[src/rtl/feature_fetch.sv]
// feature_fetch: reads words from one of two feature banks and streams them out as Tn-feature chunks
module feature_fetch #(
   parameter int Tn             = 4,
   parameter int FEATURE_WIDTH  = 16,
   parameter int DATA_BUS_WIDTH = 128,
   parameter int ADDR_WIDTH     = 8
) (
   input  logic                        clk,
   input  logic                        rst,
   input  logic                        start,
   input  logic                        rd_buf_sel,
   input  logic [ADDR_WIDTH:0]         word_count,
   output logic                        busy,
   output logic                        done,
   output logic                        rd_en_0,
   output logic [ADDR_WIDTH-1:0]       rd_addr_0,
   input  logic [DATA_BUS_WIDTH-1:0]   rd_data_0,
   output logic                        rd_en_1,
   output logic [ADDR_WIDTH-1:0]       rd_addr_1,
   input  logic [DATA_BUS_WIDTH-1:0]   rd_data_1,
   output logic                        out_valid,
   input  logic                        out_ready,
   output logic [Tn*FEATURE_WIDTH-1:0] out_data,
   output logic                        out_last
);
   localparam int TW     = Tn * FEATURE_WIDTH;
   localparam int CHUNKS = DATA_BUS_WIDTH / TW;
   localparam int CW     = (CHUNKS > 1) ? $clog2(CHUNKS) : 1;
   localparam logic [CW-1:0] LAST_C = CW'(CHUNKS - 1);
   localparam logic [CW-1:0] ONE_C = CW'(1);
   localparam logic [ADDR_WIDTH:0] ONE_W = (ADDR_WIDTH + 1)'(1);

   typedef enum logic [2:0] {IDLE, FETCH, WAIT, SHIFT, DONE} state_t;

   state_t                    state_q, state_d;
   logic                      sel_q, sel_d;
   logic [ADDR_WIDTH:0]       count_q, count_d;
   logic [ADDR_WIDTH:0]       word_idx_q, word_idx_d;
   logic [CW-1:0]             chunk_q, chunk_d;
   logic [DATA_BUS_WIDTH-1:0] shift_q, shift_d;
   logic                      last_chunk, last_word;

   assign last_chunk = chunk_q == LAST_C;
   assign last_word  = word_idx_q == count_q - ONE_W;

   // state and datapath registers; reset aborts any transfer at once
   always_ff @(posedge clk or posedge rst) begin
      if (rst) begin
         state_q    <= IDLE;
         sel_q      <= 1'b0;
         count_q    <= '0;
         word_idx_q <= '0;
         chunk_q    <= '0;
         shift_q    <= '0;
      end else begin
         state_q    <= state_d;
         sel_q      <= sel_d;
         count_q    <= count_d;
         word_idx_q <= word_idx_d;
         chunk_q    <= chunk_d;
         shift_q    <= shift_d;
      end
   end

   // next state: one read per word, then drain its chunks low-order first
   always_comb begin
      state_d    = state_q;
      sel_d      = sel_q;
      count_d    = count_q;
      word_idx_d = word_idx_q;
      chunk_d    = chunk_q;
      shift_d    = shift_q;
      case (state_q)
         IDLE: begin
            if (start) begin
               sel_d      = rd_buf_sel;
               count_d    = word_count;
               word_idx_d = '0;
               state_d    = (word_count == '0) ? DONE : FETCH;
            end
         end
         FETCH: state_d = WAIT;
         WAIT: begin
            shift_d = sel_q ? rd_data_1 : rd_data_0;
            chunk_d = '0;
            state_d = SHIFT;
         end
         SHIFT: begin
            if (out_ready) begin
               if (last_chunk) begin
                  word_idx_d = last_word ? word_idx_q : word_idx_q + ONE_W;
                  state_d    = last_word ? DONE : FETCH;
               end else begin
                  shift_d = shift_q >> TW;
                  chunk_d = chunk_q + ONE_C;
               end
            end
         end
         DONE: state_d = IDLE;
         default: state_d = IDLE;
      endcase
   end

   assign busy      = state_q != IDLE;
   assign done      = state_q == DONE;
   assign rd_en_0   = (state_q == FETCH) && !sel_q;
   assign rd_en_1   = (state_q == FETCH) && sel_q;
   assign rd_addr_0 = rd_en_0 ? word_idx_q[ADDR_WIDTH-1:0] : '0;
   assign rd_addr_1 = rd_en_1 ? word_idx_q[ADDR_WIDTH-1:0] : '0;
   assign out_valid = state_q == SHIFT;
   assign out_data  = out_valid ? shift_q[TW-1:0] : '0;
   assign out_last  = out_valid && last_chunk && last_word;
endmodule
[config.mk]
export PLATFORM = sky130hd
export DESIGN_NAME = feature_fetch
export DESIGN_NICKNAME = d
export VERILOG_FILES = /design/src/rtl/feature_fetch.sv
export SDC_FILE = /design/constraint.sdc
export NUM_CORES = 1
export LEC_CHECK = 0
export ABC_AREA = 0
export BUFFER_PORTS_ARGS = -buffer_cell sky130_fd_sc_hd__buf_2
export CORE_MARGIN = 2
export CORE_UTILIZATION = 44
export CTS_CLUSTER_SIZE = 8
export DETAILED_ROUTE_END_ITERATION = 8
export PLACE_DENSITY = 0.77
export SYNTH_ARGS = -nofsm -noshare
export SYNTH_HDL_FRONTEND = slang
export SYNTH_SLANG_ARGS = --single-unit
[constraint.sdc]
create_clock -name clk -period 5.8 [get_ports clk]
set_input_delay 1.74 -clock clk [delete_from_list [all_inputs] [get_ports clk]]
set_output_delay 1.74 -clock clk [all_outputs]
set_load 0.02 [all_outputs]
Word level (Yosys, flattened, before mapping)
Index checks and enable logic that the tools add are counted.

storage, ports and cells
  output and inout bits = 86
  bits in registers = 151

operators by class
  mux-type cells = 21
  $add $sub $neg = 3
  reduce and logical (&&, ||, !) cells = 15
  equal/unequal tests = 10

operators by type and width
  cell                                                                      number
  128-bit two-way mux                                                       3
  128-bit one-hot mux with 2 select lines                                   1
  64-bit two-way mux                                                        1
  9-bit two-way mux                                                         4
  9-bit one-hot mux with 2 select lines                                     1
  8-bit two-way mux                                                         2
  3-bit two-way mux                                                         5
  3-bit one-hot mux with 4 select lines                                     1
  9-bit by 1-bit adder with 9-bit output (second input constant)            1
  9-bit equality test                                                       1
  9-bit zero test                                                           1
  9-bit by 1-bit subtractor with 9-bit output (second input constant)       1
  3-bit by 2-bit equality test with 1-bit output (second input constant)    2
  2-bit inequality test (second input constant)                             3
  3-bit AND reduction                                                       2
  5-bit AND reduction                                                       1
  1-bit logical AND                                                         4
  2-bit by 1-bit inequality test with 1-bit output (second input constant)  2
  2-bit AND reduction                                                       2
  2-bit nonzero test                                                        2
  3-bit by 1-bit equality test with 1-bit output (second input constant)    1
  3-bit equality test (second input constant)                               1
  3-bit zero test                                                           1
  3-bit nonzero test                                                        1
  4 further kinds                                                           5

Depth between registers and ports, before layout
Gate-level depths: netlist of run 1.

  word-level depth = 6
  mapped depth = 10
  depth with buffers taken out = 8

Worst setup path before layout of run 1
No wires, ideal clock.

  path kind = register to output
  start = register count_q[3]
  end = output out_last
  data required time = 4.060 ns
  stages on the path, launching flop included = 8
  arrival = 2.191 ns
  path slack = 1.869 ns
  cells stage by stage = dfrtp_1 or3_1 buf_2 o41a_1 nor4_4 inv_4 nor4_2 and2_1

on the way
  longest elaborated chain between the ends = 3

RTL lines
  what                                         RTL line  text
  start: declaration                           37        logic [ADDR_WIDTH:0] count_q, count_d;
  start signal: assignment                     58        count_q <= count_d;
  9-bit by 1-bit subtractor with 9-bit output  44        assign last_word = word_idx_q == count_q - ONE_W;
  9-bit equality test                          44
  1-bit logical AND                            112       assign out_last = out_valid && last_chunk && last_word;
  end: declaration                             24        output logic out_last

No other way between the ends.

Final worst setup path of run 1
  start = register count_q[4]
  end = output out_last

The elaborated chain is that of the path after synthesis.

==> results.ini, run 1 <==
[critical_path]
crit_arrival_ns=2.84
cp-start-kind=flip-flop
reg2reg_from=state_q[1]$_DFFE_PP0P_
cp-startpoint=count_q[4]$_DFFE_PP0P_
critPathSlowestCell=nor4_4
critical_path.max_fanout=7
critPathBufInv=2
end_kind=output port
slowest_delay_ns=0.48
path_cells=or3_1, o41a_1, nor4_4, inv_4, nor4_2, and2_1, buf_2
crit_family=simple AND/OR/NAND/NOR gates
crit_type=flip-flop to output port
required_ns=4.06

[finish]
drive_gt1_share_pct=33.23
n_antenna_cell=0
fin_area_mm2=0.01104
final_net_count=1541
layoutNonFillerInstCount=1542
post-route-util_pct=58.44
areaGrowthSynthToFinish_pct=29.23

[pwr]
total_power_mw=6.225
p_leak_nw=5.591
power_density_mw_per_mm2=563.8
peakVddDrop_mv=0.2572

[synthesis]
netlist.area_leader.share_pct=44.23
synth_area_leader_cell=dfrtp_1
yosysMostFrequentCell=nand2_1
ys_warn_count=0
synth_edf_count=0
yosys_register_bits=151
syn-num-nets=1233
yosysSeqAreaShare_pct=44.23
syn_avg_cell_area_um2=8.890
syn_inst=961
ys_types=63
synthTopCellsByArea=dfrtp_1 44%, mux2i_1 15%, o21ai_0 12%
synthTopCellsByCount=210 x nand2_1, 202 x o21ai_0, 151 x dfrtp_1
synth_ff_type=dfrtp_1
synthArstFlopShare_pct=100.0
synth_area_mm2=0.008543

[timing]
tns_ns=0
maxSlewViolCount=0
final_hold_viol_count=0
setup_violations=0
min_period_ns=4.584
fin_crit_sh_pct=79.04
rsz0062_at_grt=no
fin_ws_ns=1.216
clock_skew_ns=0.01018
worstMarginPinSlew_ns=1.091
max_freq_mhz=218.1
relSlewSlack_pct=26.25
whs_ns=0.4675

[clocking]
clock_path_buffers=2
clkLatencyLatePin_ns=0.42
htree_levels=4
clk_pin_slew_ns=0.06
postCtsSetupBuffers=0
cts.sinks=151
cts_tree=done
post_cts_resized=0
clockRootBuffer=clkbuf_16
postCtsHoldBufs=0
cts_made_buffers=17

[worst_hold_path]
hp-class=flip-flop to flip-flop
min-delay-start=shift_q[63]$_DFFE_PP0P_

[placed_design]
hpwl_um=17610
placed_cells=1510
postPlaceCellArea_mm2=0.01044
numPortBuffers=355
place_ws_ns=1.668
gp_congestion=0.8891

[grt]
grt_max_degree=152
antenna_found_initial=0
grt_pass1_wl_um=37380
grt_usage_pct=23.17
grt_pass1_vias=7462
gr-total-overflow=0

[drt]
dr.pass1.iters=5
via_count=7887
vias_per_cell=5.115
drt-total-wl_um=24040
wl_per_cell_um=15.59
drc=0
ant_nets=0
initialDrtViolationCount=436

[floorplanning]
die_h_um=143.3
std_cell_rows=50
io_pins=356
core-area_mm2=0.01889
die_area_mm2=0.02055
die_w_um=143.3
initial_core_util_pct=45.22

[flow_run]
drv_cap=0

[run_status]
outcome=finished, final reports clean

[tightest hold or removal path: stages, from the launching register on]
cell and delay, ns:
dfrtp_1 0.33, nand2_1 0.05, o21ai_0 0.06
[layout by cell type (no fill, tap or decap), types with 8 or more instances in the layout]
cell type	synthesis	routed
and2_1	82	82
buf_2	4	355
buf_4	0	8
clkbuf_16	0	17
dfrtp_1	151	150
mux2_2	8	8
mux2i_1	128	128
nand2_1	210	210
nor2_1	11	11
nor3_1	8	8
o21ai_0	202	202
[state kept, by name, summed over array words and instances, names as in the netlist]
register / count
shift_q: 128
count_q: 9
word_idx_q: 9
state_q: 3
chunk_q: 1
sel_q: 1
[final cells by class]
class                           instances  area, um^2
Tap cell                              260       325.3
Inverter                               10       43.79
Multi-Input combinational cell        725        4431
Fill cell                            1718        7853
Clock buffer                           19       442.9
Sequential cell                       151        3782
Clock inverter                         13       158.9
Timing Repair Buffer                  364        1857
[layer usage]
layer	global-route usage, %	routed length (um)	part of all wire [%]	vias up
met2	39.76	12130	50	261
met3	3.466	1086	4.5	27
met1	30.55	10470	44	3678
li1	-	-	-	3921
met5	0	0	0	-
met4	6.708	357	1.5	0
[logic make-up (layout without fill, tap and decap cells)]
logic type / Yosys count / count (layout) / synth area share, %
DFF: 151 / 151 / 44.23
buffers and inverters: 85 / 406 / 4.115
and+or+nand+nor: 345 / 345 / 19.11
muxes: 136 / 136 / 16.05
AOI/OAI and AO/OA: 236 / 236 / 15.58
xor gates and xnor gates: 6 / 6 / 0.6151
adders and majority gates: 2 / 2 / 0.2929
[power by group]
| part | total, mW | internal (mW) | leakage [nW] | switching (mW) |
|---|---|---|---|---|
| sequential | 1.96 | 1.58 | 1.87 | 0.384 |
| combinational | 3.14 | 1.18 | 3.43 | 1.95 |
| clock | 1.12 | 0.659 | 0.289 | 0.465 |
[path summary, 6_finish.rpt]
check                                                 end  slack [ns]  cells after the start
min in group asynchronous          count_q[4]$_DFFE_PP0P_        1.47                      3
worst min register to register    shift_q[63]$_DFFE_PP0P_        0.47                      2
worst max-delay path                             out_last        1.22                      7
worst min-delay path              shift_q[63]$_DFFE_PP0P_        0.47                      2
worst max register to register    shift_q[44]$_DFFE_PP0P_        2.37                      5
max in group asynchronous       word_idx_q[3]$_DFFE_PP0P_        3.58                      3
(Power assumes the default switching activity.)
==> inputs of run 2 (changes only) <==
Settings changed: CORE_UTILIZATION 44 to 45, PLACE_DENSITY 0.77 to 0.76.
Clock period 5.8 ns to 4.6 ns, I/O delays scaled along.
==> run 2 against run 1 <==
Global-route usage decreased by 0.28 points; clock skew fell by 0.0020 ns; utilization increased by 0.59 points; total power grew 24%; critical path depth unchanged; sequential power up 24%; highest routed layer unchanged.
==> results.ini, run 2 (synthesized netlist as in run 1, its figures left out) <==
[timing]
maxSlewViolCount=0
clock_skew_ns=0.008172
setup_violations=0
max_freq_mhz=233.8
fin_ws_ns=0.3229
relSlewSlack_pct=32.43
worstMarginPinSlew_ns=0.9998
min_period_ns=4.277
rsz0062_at_grt=no
tns_ns=0
final_hold_viol_count=0
fin_crit_sh_pct=92.98

[critical_path]
critPathSlowestCell=nor4_4
critical_path.max_fanout=7
path_cells=or3_1, o41a_1, nor4_4, inv_4, nor4_2, and2_1, buf_2
cp-start-kind=flip-flop
crit_type=flip-flop to output port
end_kind=output port
crit_arrival_ns=2.90
critPathBufInv=2
slowest_delay_ns=0.51
crit_family=simple AND/OR/NAND/NOR gates
required_ns=3.22

[finish]
final_net_count=1543
top_register=shift_q
final_cell_mix=355 x buf_2, 210 x nand2_1, 202 x o21ai_0, 150 x dfrtp_1, 128 x mux2i_1
fill_cells=1699
drive_gt1_share_pct=33.28
largest_register_ff_count=128
fin_area_mm2=0.01100
final_common_cell=buf_2
reg.largest.list=shift_q: 128 flops, count_q: 9 flops, word_idx_q: 9 flops
n_antenna_cell=0
areaGrowthSynthToFinish_pct=28.81

[grt]
grt_pass1_wl_um=36380
grt_pass1_vias=7164
grt_usage_pct=22.89
gr-total-overflow=0
antenna_found_initial=0
grt_max_degree=127

[placed_design]
hpwl_um=17260
gp_congestion=0.8237
place_ws_ns=0.7808
postPlaceCellArea_mm2=0.01045
numPortBuffers=355

[clocking]
post_cts_resized=0
clkLatencyLatePin_ns=0.42
postCtsSetupBuffers=0
cts_made_buffers=17
clockRootBuffer=clkbuf_16
cts.sinks=151
clk_pin_slew_ns=0.06
postCtsHoldBufs=0
clock_path_buffers=2
htree_levels=4
cts_tree=done

[worst_hold_path]
hp-class=flip-flop to flip-flop

[pwr]
total_power_mw=7.746
p_leak_nw=5.587
power_density_mw_per_mm2=703.9
peakVddDrop_mv=0.5304

[drt]
initialDrtViolationCount=361
drc=0
vias_per_cell=5.150
ant_nets=0
wl_per_cell_um=15.42
dr.pass1.iters=5
drt-total-wl_um=23400
via_count=7812

[run_status]
outcome=finished, final reports clean

[flow_run]
drv_cap=0

[floorplanning]
die_area_mm2=0.02010
die_h_um=141.8
std_cell_rows=50
initial_core_util_pct=45.83
io_pins=356
die_w_um=141.8
core-area_mm2=0.01864

-- run 2: area by class of cell --
class / count / area [um^2] / share of cell area (%)
clock buffer: 20 / 456.7 / 4.150
clock inverter: 11 / 101.3 / 0.9210
inverter: 10 / 43.79 / 0.3980
multi-input combinational: 725 / 4431 / 40.26
sequential: 151 / 3782 / 34.37
tap: 234 / 292.8 / 2.661
timing repair buffer: 366 / 1897 / 17.24
-- run 2: per-layer routing --
metal | up-vias | wire length [um] | track usage [%]
met5 | - | 0 | 0
li1 | 3928 | - | -
met4 | 0 | 405 | 6.684
met2 | 259 | 11610 | 38.02
met3 | 31 | 1119 | 4.624
met1 | 3594 | 10260 | 30.48
-- run 2: worst paths after layout --
kind                       depth (start not counted)  slack, ns                    start                      end
max in group asynchronous                          3       2.73                      rst  shift_q[28]$_DFFE_PP0P_
hold reg to reg                                    2       0.47  shift_q[30]$_DFFE_PP0P_  shift_q[30]$_DFFE_PP0P_
min in group asynchronous                          2       1.10                      rst   count_q[7]$_DFFE_PP0P_
setup / recovery                                   7       0.32   count_q[3]$_DFFE_PP0P_                 out_last
setup reg to reg                                   6       1.57   state_q[1]$_DFFE_PP0P_  shift_q[63]$_DFFE_PP0P_
hold / removal                                     2       0.47  shift_q[30]$_DFFE_PP0P_  shift_q[30]$_DFFE_PP0P_
-- run 2: worst register-to-register path, stage by stage, from the launching register on --
cell and delay, ns:
dfrtp_1 0.55, nand3b_4 0.15, inv_2 0.42, buf_4 0.45, a22o_4 0.61, buf_12 0.46, o21ai_0 0.24
-- run 2: per-stage QoR --
step / hold WS, ns / util (%) / std cells
2_1_floorplan: 0.4418 / - / 961
3_3_place_gp: 0.4527 / 56.03 / 1486
3_5_place_dp: 0.4614 / 56.03 / 1486
4_1_cts: 0.4749 / 59.03 / 1517
5_1_grt: 0.4879 / 59.03 / 1517
6_report: 0.4677 / 59.03 / 1517
-- run 2: where the power goes --
part	switching [mW]	internal, mW	leakage (nW)	total [mW]
clock network	0.550	0.770	0.264	1.32
registers	0.440	1.99	1.87	2.43
logic	2.49	1.51	3.45	3.99
total	3.48	4.27	5.59	7.75
==> inputs of run 3 (changes only) <==
Clock period 4.6 ns to 4 ns, I/O delays scaled along.
==> run 3 against run 2 <==
Sequential share of layout area fell by 0.11 points; count of clock-buffer cells in the layout unchanged; critical path type unchanged; setup slack got worse by 0.24 ns; hold slack improved by 0.0015 ns; die area unchanged.
==> results.ini, run 3 (synthesized netlist as in run 1, its figures left out) <==
[clocking]
clkLatencyLatePin_ns=0.41
clock_path_buffers=2
cts_tree=done
clk_pin_slew_ns=0.07
htree_levels=4
cts_made_buffers=17
cts.sinks=151
postCtsHoldBufs=0
clockRootBuffer=clkbuf_16

[finish]
drive_gt1_share_pct=33.31
fill_cells=1666
final_common_cell=buf_2
top_register=shift_q
multi_input_area_mm2=0.004444
areaGrowthSynthToFinish_pct=29.22
n_antenna_cell=0
final_net_count=1545
layoutNonFillerInstCount=1519
final_cell_mix=354 x buf_2, 210 x nand2_1, 202 x o21ai_0, 150 x dfrtp_1, 128 x mux2i_1
seqCellArea_mm2=0.003782
largest_register_ff_count=128
fin_area_mm2=0.01104
reg.largest.list=shift_q: 128 flops, count_q: 9 flops, word_idx_q: 9 flops

[floorplanning]
die_h_um=141.8
die_w_um=141.8
die_area_mm2=0.02010
core-area_mm2=0.01864
io_pins=356
std_cell_rows=50
initial_core_util_pct=45.83

[timing]
rsz0062_at_grt=yes
setup_violations=0
min_period_ns=3.915
clock_skew_ns=0.01172
final_hold_viol_count=0
maxSlewViolCount=0
max_freq_mhz=255.4
worstMarginPinSlew_ns=0.9480
relSlewSlack_pct=35.94
fin_crit_sh_pct=97.88

[critical_path]
crit_arrival_ns=2.72
crit_type=flip-flop to output port
end_kind=output port
cp-start-kind=flip-flop
slowest_delay_ns=0.44
critPathSlowestCell=or3_4
required_ns=2.80
path_cells=or3_4, o31a_1, nor4_4, inv_4, nor4_4, and2_1, buf_4
reg2regPathDepth=6
reg2reg_from=state_q[2]$_DFFE_PP0P_
cp-startpoint=count_q[3]$_DFFE_PP0P_
critPathMostFrequentCell=nor4_4
regToRegSetupSlack_ns=1.30
critical_path.max_fanout=7

[pwr]
peakVddDrop_mv=0.4730
total_power_mw=8.989
p_leak_nw=5.609
power_density_mw_per_mm2=814.3

[placed_design]
postPlaceCellArea_mm2=0.01045
placed_cells=1487
numPortBuffers=355
hpwl_um=17100
gp_congestion=0.8267

[worst_hold_path]
holdPathStages=2
min-delay-start=shift_q[44]$_DFFE_PP0P_
hp-class=flip-flop to flip-flop

[grt]
grt_max_degree=152
grt_pass1_vias=7220
grt_pass1_wl_um=36390
grt_usage_pct=22.98
gr-total-overflow=0
antenna_found_initial=0

[flow_run]
drv_cap=0

[drt]
drt-total-wl_um=23470
dr.pass1.iters=5
drc=0
ant_nets=0
wl_per_cell_um=15.45
vias_per_cell=5.140
initialDrtViolationCount=361
via_count=7808

[run_status]
outcome=finished, final reports clean

==> run 3: final timing paths <==
path,to
worst max register to register,shift_q[7]$_DFFE_PP0P_
min in group asynchronous,shift_q[2]$_DFFE_PP0P_
worst min-delay path,shift_q[44]$_DFFE_PP0P_
max in group asynchronous,shift_q[96]$_DFFE_PP0P_
worst min register to register,shift_q[44]$_DFFE_PP0P_
worst max-delay path,out_last
==> run 3: critical path, delay by kind of cell (launching register included) <==
| kind | cells | cell delay [ns] |
|---|---|---|
| buf+inv | 2 | 0.26 |
| compound gates | 1 | 0.32 |
| simple gates | 4 | 1.30 |
| flops | 1 | 0.42 |
==> run 3: power breakdown <==
part           switching [mW]  internal, mW  total [mW]
logic                    2.90          1.76        4.66
registers               0.483          2.29        2.77
clock network           0.635         0.918        1.55
total                    4.02          4.97        8.99
==> run 3: cell type report <==
class                      count  share of cell area (%)
multi-input combinational    725                   40.26
sequential                   151                   34.26
timing repair buffer         368                   17.34
clock buffer                  20                   3.956
tap                          234                   2.652
clock inverter                11                   1.133
inverter                      10                  0.3967
==> run 3: timing repair <==
item | CTS | global route
setup endpoints to repair | 1 | 1
pin swaps | 1 | 1
resized for setup | 0 | 3
setup buffers | 1 | 0
==> run 3: routing by layer <==
layer / GRT usage (%) / wire, um / up-vias / share of wire [%]
li1: - / - / 3938 / -
met1: 30.53 / 10420 / 3576 / 44
met2: 38.40 / 11520 / 266 / 49
met3: 4.354 / 1145 / 28 / 4.9
met4: 6.789 / 388 / 0 / 1.7
met5: 0 / 0 / - / 0
==> run 3: per-stage QoR <==
stage | hold slack (ns) | TNS [ns] | utilization [%] | worst slack, ns
5_1_grt | 0.4839 | -0.03968 | 59.21 | -0.03968
2_1_floorplan | 0.4418 | 0 | - | 0.6094
6_report | 0.4692 | 0 | 59.21 | 0.08481
3_5_place_dp | 0.4619 | 0 | 56.07 | 0.3701
4_1_cts | 0.4758 | 0 | 59.13 | 0.05585
3_3_place_gp | 0.4527 | 0 | 56.07 | 0.3852
